File: config.mk
export PLATFORM = sky130hd
export DESIGN_NAME = mem_port_arbiter
export DESIGN_NICKNAME = d
export VERILOG_FILES = /design/src/rtl/mem_port_arbiter.sv
export SDC_FILE = /design/constraint.sdc
export NUM_CORES = 1
export LEC_CHECK = 0
export CORE_MARGIN = 4
export CORE_UTILIZATION = 35
export DETAILED_ROUTE_END_ITERATION = 12
export GPL_TIMING_DRIVEN = 0
export MAX_ROUTING_LAYER = met4
export PLACE_DENSITY = 0.8
export SLEW_MARGIN = 20
export SYNTH_ARGS = -nofsm -noshare
export SYNTH_HDL_FRONTEND = slang
export SYNTH_SLANG_ARGS = --single-unit
File: constraint.sdc
create_clock -name clock -period 1.9 [get_ports clock]
set_clock_uncertainty 0.1 [all_clocks]
set_input_delay 0.285 -clock clock [delete_from_list [all_inputs] [get_ports clock]]
set_output_delay 0.285 -clock clock [all_outputs]
set_load 0.005 [all_outputs]
File: src/rtl/mem_port_arbiter.sv
// mem_port_arbiter
//
// Shares a single memory port (port A) between an instruction-fetch requester
// and a load/store requester. Each transaction takes three cycles:
//   IDLE   : arbitrate and latch the winner's address, write data and we
//   ACCESS : drive the memory port from the latched values
//   RESP   : pulse the winner's valid; return mem_rdata for reads
//
// Arbitration: fixed priority (load/store beats fetch) by default. When the
// macro MEM_ARB_ROUND_ROBIN_EN is defined, a 1-bit last-winner register makes
// simultaneous requests alternate, with the first tie after reset going to
// load/store.
//
// Ports:
//   clock, reset          rising-edge clock, synchronous active-high reset
//   if_req, if_addr       fetch request (held until if_valid) and address
//   ls_req, ls_we,        load/store request (held until ls_valid), write
//   ls_addr, ls_wdata     enable, address and store data
//   if_gnt, ls_gnt        requester owns the port (ACCESS and RESP)
//   if_valid, ls_valid    one-cycle completion pulse in RESP
//   rdata                 mem_rdata during RESP of a read, else 0
//   mem_en, mem_we,       memory port A controls, non-zero only in ACCESS
//   mem_addr, mem_wdata
//   mem_rdata             memory read data, valid one cycle after mem_en
module mem_port_arbiter (
    input  logic        clock,
    input  logic        reset,
    input  logic        if_req,
    input  logic [15:0] if_addr,
    input  logic        ls_req,
    input  logic        ls_we,
    input  logic [15:0] ls_addr,
    input  logic [15:0] ls_wdata,
    output logic        if_gnt,
    output logic        ls_gnt,
    output logic        if_valid,
    output logic        ls_valid,
    output logic [15:0] rdata,
    output logic        mem_en,
    output logic        mem_we,
    output logic [15:0] mem_addr,
    output logic [15:0] mem_wdata,
    input  logic [15:0] mem_rdata
);

    localparam logic [1:0] IDLE   = 2'd0;
    localparam logic [1:0] ACCESS = 2'd1;
    localparam logic [1:0] RESP   = 2'd2;

    logic [1:0]  state;
    logic [1:0]  state_next;
    logic        any_req;
    logic        pick_ls;
    logic        start;
    logic        owner_ls;
    logic [15:0] lat_addr;
    logic [15:0] lat_wdata;
    logic        lat_we;

    assign any_req = if_req | ls_req;
    assign start   = (state == IDLE) && any_req;

`ifdef MEM_ARB_ROUND_ROBIN_EN
    // 1 when load/store won the most recent arbitration; reset points at fetch
    // so the first tie goes to load/store.
    logic last_ls;

    always_comb begin
        pick_ls = ls_req;
        if (ls_req && if_req) begin
            pick_ls = !last_ls;
        end
    end

    always_ff @(posedge clock) begin
        if (reset) begin
            last_ls <= 1'b0;
        end else if (start) begin
            last_ls <= pick_ls;
        end
    end
`else
    // Fixed priority: load/store wins whenever it is requesting.
    always_comb begin
        pick_ls = ls_req;
    end
`endif

    always_comb begin
        state_next = state;
        case (state)
            IDLE:    state_next = any_req ? ACCESS : IDLE;
            ACCESS:  state_next = RESP;
            RESP:    state_next = IDLE;
            default: state_next = IDLE;
        endcase
    end

    always_ff @(posedge clock) begin
        if (reset) begin
            state     <= IDLE;
            owner_ls  <= 1'b0;
            lat_addr  <= 16'h0000;
            lat_wdata <= 16'h0000;
            lat_we    <= 1'b0;
        end else begin
            state <= state_next;
            // Inputs are only captured here; later changes cannot disturb the
            // transaction in flight.
            if (start) begin
                owner_ls  <= pick_ls;
                lat_addr  <= pick_ls ? ls_addr : if_addr;
                lat_wdata <= pick_ls ? ls_wdata : 16'h0000;
                lat_we    <= pick_ls & ls_we;
            end
        end
    end

    always_comb begin
        if_gnt    = 1'b0;
        ls_gnt    = 1'b0;
        if_valid  = 1'b0;
        ls_valid  = 1'b0;
        rdata     = 16'h0000;
        mem_en    = 1'b0;
        mem_we    = 1'b0;
        mem_addr  = 16'h0000;
        mem_wdata = 16'h0000;
        case (state)
            ACCESS: begin
                if_gnt    = !owner_ls;
                ls_gnt    = owner_ls;
                mem_en    = 1'b1;
                mem_we    = lat_we;
                mem_addr  = lat_addr;
                mem_wdata = lat_wdata;
            end
            RESP: begin
                if_gnt   = !owner_ls;
                ls_gnt   = owner_ls;
                if_valid = !owner_ls;
                ls_valid = owner_ls;
                rdata    = lat_we ? 16'h0000 : mem_rdata;
            end
            default: begin
            end
        endcase
    end

endmodule
==> key figures, run 1 <==
Timing
  • Final hold vios: 0
  • Rel. slew slack: 77.8%
  • Maximum operating frequency: 0.522 GHz
  • Period Utilization, post-route: 101%
  • Setup slack after layout: -0.0168 ns
  • Tightest Pin Transition: 0.333 ns
  • RSZ-0062 raised after global routing: yes
  • Tmin final: 1.92 ns
  • Final setup viols: 5
  • Setup TNS: -0.0620 ns
  • Max-slew violations: 0

Routing
  • Wirelength per Cell: 13.3 microns
  • Drt pass-1 iters: 4
  • DRC violation count after routing: 0
  • Iteration-0 DRC Markers: 30
  • Total wire length: 5.23 mm
  • Vias: 1774
  • Post-route ant nets: 0
  • Via/cell ratio: 4.49

Floorplanning
  • Initial core utilization: 37.0%
  • FP Rows: 25
  • I/O pin cnt: 123
  • Die width: 79.4 microns
  • Core region area: 4820 sq um
  • Die area: 6300 sq um
  • Die height: 79.4 microns

Logic synthesis
  • Post-synthesis sequential area ratio: 40.4%
  • Mapped Cells: 186
  • Net count after synthesis: 260
  • Post-Syn Area per Cell: 9.59 sq um
  • Flop and latch count out of synthesis: 36
  • Area leader, netlist: dfxtp_1
  • Share of the synthesized area in the top cell type: 40.4%
  • Top cells by area, synth: dfxtp_1, and2_1, mux2i_1
  • Post-synth cell types: 19
  • Synth warn: 0
  • Mapped Area: 1780 sq um

Clock tree
  • CTS Sinks: 36
  • Clock-pin slew on the worst setup and hold paths: 0.07 ns
  • H-tree levels: 2
  • Clock latency on the worst-skew pair: 0.28 ns
  • Cts bufs inserted: 5
  • CTS tree: yes
  • CTS Root Cell: clkbuf_8
  • Clock buffer depth: 2

Placement
  • RePlAce Congestion: 0.701
  • DP Wirelength: 4.05 mm
  • Port-buffer cells: 121
  • DP Area: 3080 sq um
  • Dpl ws: -0.360 ns

Power and ir drop
  • Psw: 0.494 mW
  • Pleak: 1.55 nW
  • Combinational share of power: 26.9%
  • Clock power frac: 27.8%
  • Internal power: 1.39 mW
  • Peak supply drop: 0.000337 V
  • Flop pwr share: 45.3%
  • Power per cell area: 591 nW/um^2
  • Switching Share: 26.2%

Finish
  • Antenna cell count: 0
  • Nets@finish: 401
  • Multi-input logic area: 993 sq um
  • Register area: 728 sq um
  • FILL cells: 434
  • Post-route design area: 3190 sq um
  • P&R area growth vs syn: 79.2%
  • Share of layout cells above drive strength 1: 24.4%

Hold path
  • HP Class: input port to flop

Global route
  • Remaining global-route overflow: 0
  • Initial antenna violation count: 0
  • First-pass GRT wire length: 8.28 mm
  • Total track usage: 17.2%
  • Largest net degree at the start of global routing: 13
  • Vias in the first global route: 1732

Worst setup path
  • Crit Path Max Fanout: 5
  • CP Capture Type: primary output
  • Crit Path Class: flop to primary output
  • WP data required: 1.51 ns
  • WP data arrival: 1.53 ns
  • Critical path launch point type: flop

Job
  • Max-capacitance violation count: 0

Status
  • Violated checks: setup timing
  • Run status: complete, but fails checks
## registers in the layout, summed over array words and instances (netlist names)
signal and count:
lat_we 1, lat_addr 16, owner_ls 1, state 2, lat_wdata 16
## power groups by stage
stage	Combinational [mW]	Clock (mW)	Sequential (mW)
2_1_floorplan	0.224	0	0.861
3_3_place_gp	0.485	0	0.866
3_5_place_dp	0.491	0	0.870
4_1_cts	0.510	0.546	0.855
5_1_grt	0.559	0.582	0.865
6_report	0.508	0.524	0.855
## kinds of logic after synthesis
logic type               synth area share, %
buffers and inverters                   6.11
flip-flops                              40.4
adder cells (fa/ha/maj)                 3.51
AO/OA/AOI/OAI                           15.8
multiplexers                            8.98
AND/OR/NAND/NOR                         25.2
## path summary, 6_finish.rpt
path	slack [ns]	depth (start not counted)	endpoint	startpoint
max	-0.02	7	rdata[11]	state[0]
max reg2reg	0.23	7	lat_wdata[9]	state[1]
min reg2reg	0.37	1	lat_wdata[8]	lat_wdata[8]
min	0.25	3	owner_ls	ls_req
## stage by stage
step | hold WS (ns) | total power [mW] | instances | util [%]
CTS | 0.234 | 1.91 | 392 | 67.0
finish | 0.247 | 1.89 | 395 | 66.3
global route | 0.242 | 2.01 | 395 | 66.3
global placement | 0.353 | 1.35 | 374 | 63.9
detailed placement | 0.356 | 1.36 | 374 | 63.9
floorplan | 0.310 | 1.09 | 186 | -
## cell usage in the layout (no fill, tap or decap)
master and count:
clkdlybuf4s50_1 68, and2_1 47, dfxtp_1 34, buf_2 20
dlygate4sd2_1 19, nor2_1 17, a22o_1 17, mux2i_1 16
a211oi_1 16, clkbuf_2 16, clkbuf_8 11, buf_6 9
buf_4 8, nand2_1 4, nor2b_1 4, and2_4 3
ha_1 3, ha_4 2, clkinv_2 2, dfxtp_4 2
inv_2 1, nor2b_4 1, inv_4 1, o21a_1 1
nor2_8 1, nor2_2 1, clkbuf_4 1, a21oi_1 1
clkinv_4 1, dlymetal6s2s_1 1
## area by class of cell
class / count / share of cell area [%]
Clock inverter: 3 / 0.588
Tap cell: 67 / 2.62
Timing Repair Buffer: 134 / 36.0
Clock buffer: 5 / 2.15
Inverter: 2 / 0.313
Multi-Input combinational cell: 134 / 31.1
Buffer: 14 / 4.43
Sequential cell: 36 / 22.8
## layer usage
metal	global-route usage [%]	up-vias	routed length, microns
met5	-	-	0
met4	3.61	0	42
met3	4.18	5	350
met2	29.3	69	2590
met1	20.9	782	2260
li1	-	918	-
## synth_stat cells, drive strengths merged
| master | number |
|---|---|
| clkbuf | 5 |
| buf | 9 |
| o21a | 1 |
| nor2 | 19 |
| a211oi | 16 |
| nor2b | 5 |
| dfxtp | 36 |
| and2 | 50 |
| ha | 5 |
| a21oi | 1 |
| inv | 2 |
| mux2i | 16 |
| a22o | 17 |
| nand2 | 4 |
## worst max-delay path: stages (launching register included)
cell      delay (ns)
dfxtp_4         0.38
inv_4           0.05
ha_4            0.15
nor2b_4         0.13
buf_4           0.13
clkbuf_8        0.13
and2_1          0.15
buf_2           0.12
## what timing repair did
item,4_1_cts,5_1_grt
setup buffers,8,3
pin swaps,1,1
hold buffers,0,0
resized for setup,139,31
gates cloned,2,0
endpoints found under the setup margin,54,24
No activity file was read; power rests on OpenSTA's default activity.
==> inputs of run 2 (changes only) <==
--- a/config.mk
+++ b/config.mk
@@ -7,11 +7,11 @@
 export LEC_CHECK = 0
 export CORE_MARGIN = 4
 export CORE_UTILIZATION = 35
+export CTS_CLUSTER_SIZE = 30
 export DETAILED_ROUTE_END_ITERATION = 12
 export GPL_TIMING_DRIVEN = 0
 export MAX_ROUTING_LAYER = met4
 export PLACE_DENSITY = 0.8
-export SLEW_MARGIN = 20
 export SYNTH_ARGS = -nofsm -noshare
 export SYNTH_HDL_FRONTEND = slang
 export SYNTH_SLANG_ARGS = --single-unit
==> constraint.sdc (replaced) <==
create_clock -name clock -period 2.1 [get_ports clock]
set_clock_uncertainty 0.1 [all_clocks]
set_input_delay 0.315 -clock clock [delete_from_list [all_inputs] [get_ports clock]]
set_output_delay 0.315 -clock clock [all_outputs]
set_load 0.005 [all_outputs]
==> key figures, run 2 (synthesized netlist as in run 1, its figures left out) <==
Finish
  • Final Non-Filler Cells: 392 (-0.76%)
  • P&R area growth vs syn: 93.8%
  • Top Registers: lat_addr (16), lat_wdata (16), state (2)
  • Antenna cell count: 0 (unchanged)
  • Fin util: 71.7% (+5.4 points)
  • Nets@finish: 398 (-0.75%)
  • Post-route design area: 3450 sq um (+8.1%)
  • Highest-count cells in the layout ignoring fill and taps: clkdlybuf4s50_1, and2_1, dlymetal6s2s_1
  • FILL cells: 385 (-11%)
  • Commonest non-fill, non-tap cell in the layout: clkdlybuf4s50_1
  • Share of layout cells above drive strength 1: 12.3% (-12 points)

Floorplanning
  • I/O pin cnt: 123 (unchanged)
  • Die area: 6300 sq um (unchanged)
  • Initial core utilization: 37.0% (unchanged)
  • FP Rows: 25 (unchanged)
  • Die width: 79.4 microns (unchanged)
  • Die height: 79.4 microns (unchanged)
  • Core region area: 4820 sq um (unchanged)

Clock tree
  • Clock-pin slew on the worst setup and hold paths: 0.07 ns (about the same)
  • Clock latency on the worst-skew pair: 0.28 ns (about the same)
  • H-tree levels: 2 (unchanged)
  • Clock buffer depth: 2 (unchanged)
  • Cts bufs inserted: 5 (unchanged)
  • Hold_buf cts: 0 (unchanged)
  • CTS Root Cell: clkbuf_8
  • CTS Sinks: 36 (unchanged)
  • CTS tree: yes

Routing
  • M1 WL: 2.28 mm (+1.3%)
  • Drt pass-1 iters: 4 (unchanged)
  • Top routing layer used: met4
  • Routed wl met3: 418 microns (+19%)
  • Wirelength per Cell: 13.9 microns (+5.0%)
  • Total wire length: 5.45 mm (+4.2%)
  • DRC violation count after routing: 0 (unchanged)
  • Vias: 1792 (+1.0%)
  • Post-route ant nets: 0 (unchanged)
  • Iteration-0 DRC Markers: 23 (-23%)
  • Met2 wire len: 2.74 mm (+5.9%)
  • Via/cell ratio: 4.57 (+1.8%)

Worst setup path
  • WP data required: 1.68 ns (+0.17 ns)
  • Crit Path Class: flop to primary output
  • Critical path launch point type: flop
  • WP data arrival: 1.78 ns (+0.25 ns)
  • R2r setup slk: 0.43 ns (+0.20 ns)
  • CP Capture Type: primary output
  • Crit Path Max Fanout: 10 (+5)

Global route
  • Initial antenna violation count: 0 (unchanged)
  • First-pass GRT wire length: 7.93 mm (-4.3%)
  • Vias in the first global route: 1685 (-2.7%)
  • Remaining global-route overflow: 0 (unchanged)
  • Largest net degree at the start of global routing: 13 (unchanged)
  • Total track usage: 16.4% (-0.81 points)

Placement
  • DP Area: 3080 sq um (unchanged)
  • DP Wirelength: 4.05 mm (unchanged)
  • RePlAce Congestion: 0.701 (unchanged)
  • Placed cells: 374 (unchanged)
  • Port-buffer cells: 121 (unchanged)

Timing
  • Maximum operating frequency: 0.455 GHz
  • Rel. slew slack: 77.9% (+0.082 points)
  • Final setup viols: 3 (-2)
  • Hold slack: 0.277 ns (+0.0303 ns)
  • Final hold vios: 0 (unchanged)
  • Setup slack after layout: -0.0955 ns (-0.0787 ns)
  • Max-slew violations: 0 (unchanged)
  • Tmin final: 2.20 ns
  • Tightest Pin Transition: 0.332 ns (-0.00123 ns)
  • Period Utilization, post-route: 105%
  • RSZ-0062 raised after global routing: yes

Status
  • Run status: complete, but fails checks
  • Violated checks: setup timing

Power and ir drop
  • Power per cell area: 505 nW/um^2 (-14%)
  • Total power: 1.75 mW (-7.5%)
  • Pleak: 2.07 nW (+33%)
  • Peak supply drop: 0.000330 V (-2.1%)

Hold path
  • HP Class: input port to flop

Job
  • Max-capacitance violation count: 0 (unchanged)
## run 2: changes by cell type in the layout (fill, tap and decap cells not counted), moves of 3 or more
cell,change
dlygate4sd2_1,-15
clkbuf_8,-6
buf_6,-3
buf_2,-17
and2_4,-3
clkdlybuf4s50_1,+12
and2_1,+3
dlymetal6s2s_1,+36
buf_8,+4
clkbuf_2,-16
clkbuf_16,+3
## run 2: power breakdown
group / switching (mW) / total [mW] / leakage (nW) / internal, mW
Combinational: 0.178 / 0.497 / 1.72 / 0.319
Clock: 0.245 / 0.476 / 0.0479 / 0.231
Sequential: 0.0291 / 0.773 / 0.298 / 0.744
## run 2: worst max-delay path, cell delays in order, from the launching register on
cell	delay (ns)
dfxtp_4	0.36
inv_2	0.07
ha_1	0.16
nor2b_4	0.17
buf_8	0.13
and2_1	0.12
clkdlybuf4s50_1	0.50
## run 2: through the flow
| stage | setup WS [ns] | TNS (ns) |
|---|---|---|
| global placement | -0.128 | -2.48 |
| CTS | -0.127 | -1.73 |
| finish | -0.0955 | -0.271 |
| global route | -0.179 | -0.582 |
| detailed placement | -0.190 | -3.40 |
| floorplan | 0.572 | 0 |
## run 2: path summary, 6_finish.rpt
check | start | cells past startpoint | end
worst min register to register | lat_wdata[11] | 1 | lat_wdata[11]
worst min-delay path | ls_req | 3 | owner_ls
worst max register to register | state[1] | 7 | lat_wdata[7]
worst max-delay path | state[0] | 6 | rdata[5]
## run 2: per-layer routing
metal	vias up	GRT usage, %
met3	2	5.76
li1	913	-
met1	807	19.1
met2	70	27.5
met4	0	3.61
met5	-	-
## run 2: timing repair
item,CTS,global route
gates cloned,0,3
gates resized for setup,24,43
setup buffers,2,5
pin swaps,0,1
endpoints found under the hold margin,0,0
setup endpoints to repair,49,44
## run 2: cell type report
cell class,count,area [sq um],share of cell area (%)
plain buffers,14,146,4.24
inverters,2,7.51,0.217
clock inverters,3,18.8,0.543
well taps,67,83.8,2.43
multi-input cells,134,973,28.2
flip-flops and latches,36,726,21.0
clock buffers,5,68.8,1.99
repair buffers,131,1430,41.4
==> patch, RTL diff (flow settings as in run 1) <==
Build with the macro `MEM_ARB_ROUND_ROBIN_EN` defined.
--- a/src/rtl/mem_port_arbiter.sv
+++ b/src/rtl/mem_port_arbiter.sv
@@ -24,2 +24,4 @@
 //   mem_rdata             memory read data, valid one cycle after mem_en
+`define MEM_ARB_ROUND_ROBIN_EN
+
 module mem_port_arbiter (
Function: changed (Yosys sat finds a counterexample within 10 cycles, from zero or initial values and one cycle with reset high).
==> patch against run 1 <==
The run still ends with negative setup slack left. Global-route usage increased by 1.8 points. Setup slack improved by 3.0 ps. Critical path depth unchanged. Sequential cell count unchanged. Synthesized area increased by 0.63%. Power increased by 3.4%. Design area increased by 0.63%. Largest cell class unchanged. Wire length increased by 12%. First-iteration DRC count increased by 10%. Clock power increased by 6.9%.
==> patch: results (changes against run 1) <==
Initial antenna violation count = 0 (unchanged)
Yosys Warn Count = 0 (unchanged)
Crit-path max cell delay = 380 ps (about the same)
Sequential share of the synthesized area = 40.2% (was 40.4%)
# diodes = 0 (unchanged)
Clock transition at the registers of the reported paths = 70 ps (about the same)
Mux cell area share after synthesis = 0% (was 8.98%)
Largest net degree at the start of global routing = 12 (was 13)
Setup_tns = -31.0 ps (was -62.0 ps)
Syn avg cell area = 8.80 sq um (was 9.59 sq um)
Placed cell count = 393 (was 374)
Ys async rst share = 0% (unchanged)
XOR/XNOR Fraction of Synth Area = 0% (unchanged)
PortBufs = 122 (was 121)
Slew headroom = 68.0% (was 77.8%)
Worst vdd ir = 425 uV (was 337 uV)
Via Count = 1919 (was 1774)
Adder-cell share of the synthesized area = 3.49% (was 3.51%)
Worst Path Max Fanout = 5 (unchanged)
First-pass GRT wire length = 9.06 mm (was 8.28 mm)
Final setup violation count = 5 (unchanged)
Root buf cell = clkbuf_8 (unchanged)
CTS buffer count = 5 (unchanged)
Fill cells = 441 (was 434)
Drt total wl = 5.87 mm (was 5.23 mm)
GPL Wtd Cong = 0.740 (was 0.701)
Initial drt markers = 33 (was 30)
Worst-Skew Late Latency = 280 ps (about the same)
Nets = 420 (was 401)
Crit-path slowest cell = dfxtp_4 (unchanged)
DP Area = 3100 sq um (was 3080 sq um)
Worst Hold Class = flip-flop to flip-flop (was primary input to flip-flop)
Final worst slack = -13.8 ps (was -16.8 ps)
H-tree level count = 2 (unchanged)
Final HPWL DP = 4.33 mm (was 4.05 mm)
Psw = 519 uW (was 494 uW)
DP Worst Slack = -337 ps (was -360 ps)
Non-filler cells, final = 414 (was 395)
CTS max path bufs = 2 (unchanged)
Share of layout cells above drive strength 1 = 23.6% (was 24.4%)
Failing checks = negative setup slack (unchanged)
Critical Path AT = 1530 ps (about the same)
Area fraction in compound gates after synthesis = 20.3% (was 15.8%)
Top cells by area, synth = dfxtp_1, and2_1, a311oi_1 (was dfxtp_1, and2_1, mux2i_1)
GRT Resource Usage Total = 19.0% (was 17.2%)
Count of different cell masters after synthesis = 20 (was 19)
Status = finished with violations (unchanged)
Largest delay share family, worst path = buffers and inverters (unchanged)
Largest regs = lat_addr x16, lat_wdata x16, state x2 (unchanged)
Leakage = 0.00153 uW (was 0.00155 uW)
Pre-Repair DR Iteration Count = 4 (unchanged)
Post-synth top cells = and2_1, dfxtp_1, nand2_1 (was and2_1, dfxtp_1, a22o_1, nor2_1)
Net Count, Synth = 278 (was 260)
==> patch: worst paths after layout <==
kind / startpoint / endpoint / cells after the start / slack [ps]
max reg2reg: state[1] / lat_wdata[8] / 8 / 90
min reg2reg: lat_wdata[13] / lat_wdata[13] / 1 / 370
max: state[0] / rdata[2] / 7 / -10
min: lat_wdata[13] / lat_wdata[13] / 1 / 370
==> patch: per-layer routing <==
| layer | share of wire [%] | GRT usage, % |
|---|---|---|
| met1 | 42 | 22.5 |
| met4 | 1.1 | 5.15 |
| met5 | 0 | - |
| met3 | 6.3 | 3.95 |
| met2 | 50 | 32.8 |
==> patch: cell families after synthesis <==
kind of cell    after synthesis
simple gates                107
compound gates               39
flops                        36
buf+inv                      17
fa+ha+maj                     5
==> patch: repair_timing <==
action	4_1_cts	5_1_grt
resized for setup	132	18
pin swaps	1	1
buffers inserted	8	3
gates cloned	2	0
hold endpoints to repair	0	0
endpoints found under the setup margin	54	31
==> patch: cell type report <==
| class | instances | area (sq um) | share of cell area, % |
|---|---|---|---|
| repair buffers | 135 | 1170 | 36.3 |
| well taps | 67 | 83.8 | 2.61 |
| clock inverters | 2 | 10.0 | 0.311 |
| clock buffers | 6 | 82.6 | 2.57 |
| multi-input cells | 151 | 998 | 31.1 |
| flip-flops and latches | 36 | 726 | 22.6 |
| plain buffers | 15 | 138 | 4.28 |
| inverters | 2 | 10.0 | 0.311 |
==> patch: power groups by stage <==
| stage | combinational [uW] | sequential (uW) | clock, uW |
|---|---|---|---|
| 5_1_grt | 586 | 864 | 604 |
| 4_1_cts | 538 | 857 | 578 |
| 6_report | 535 | 857 | 560 |
| 2_1_floorplan | 235 | 863 | 0 |
| 3_3_place_gp | 506 | 868 | 0 |
| 3_5_place_dp | 515 | 871 | 0 |
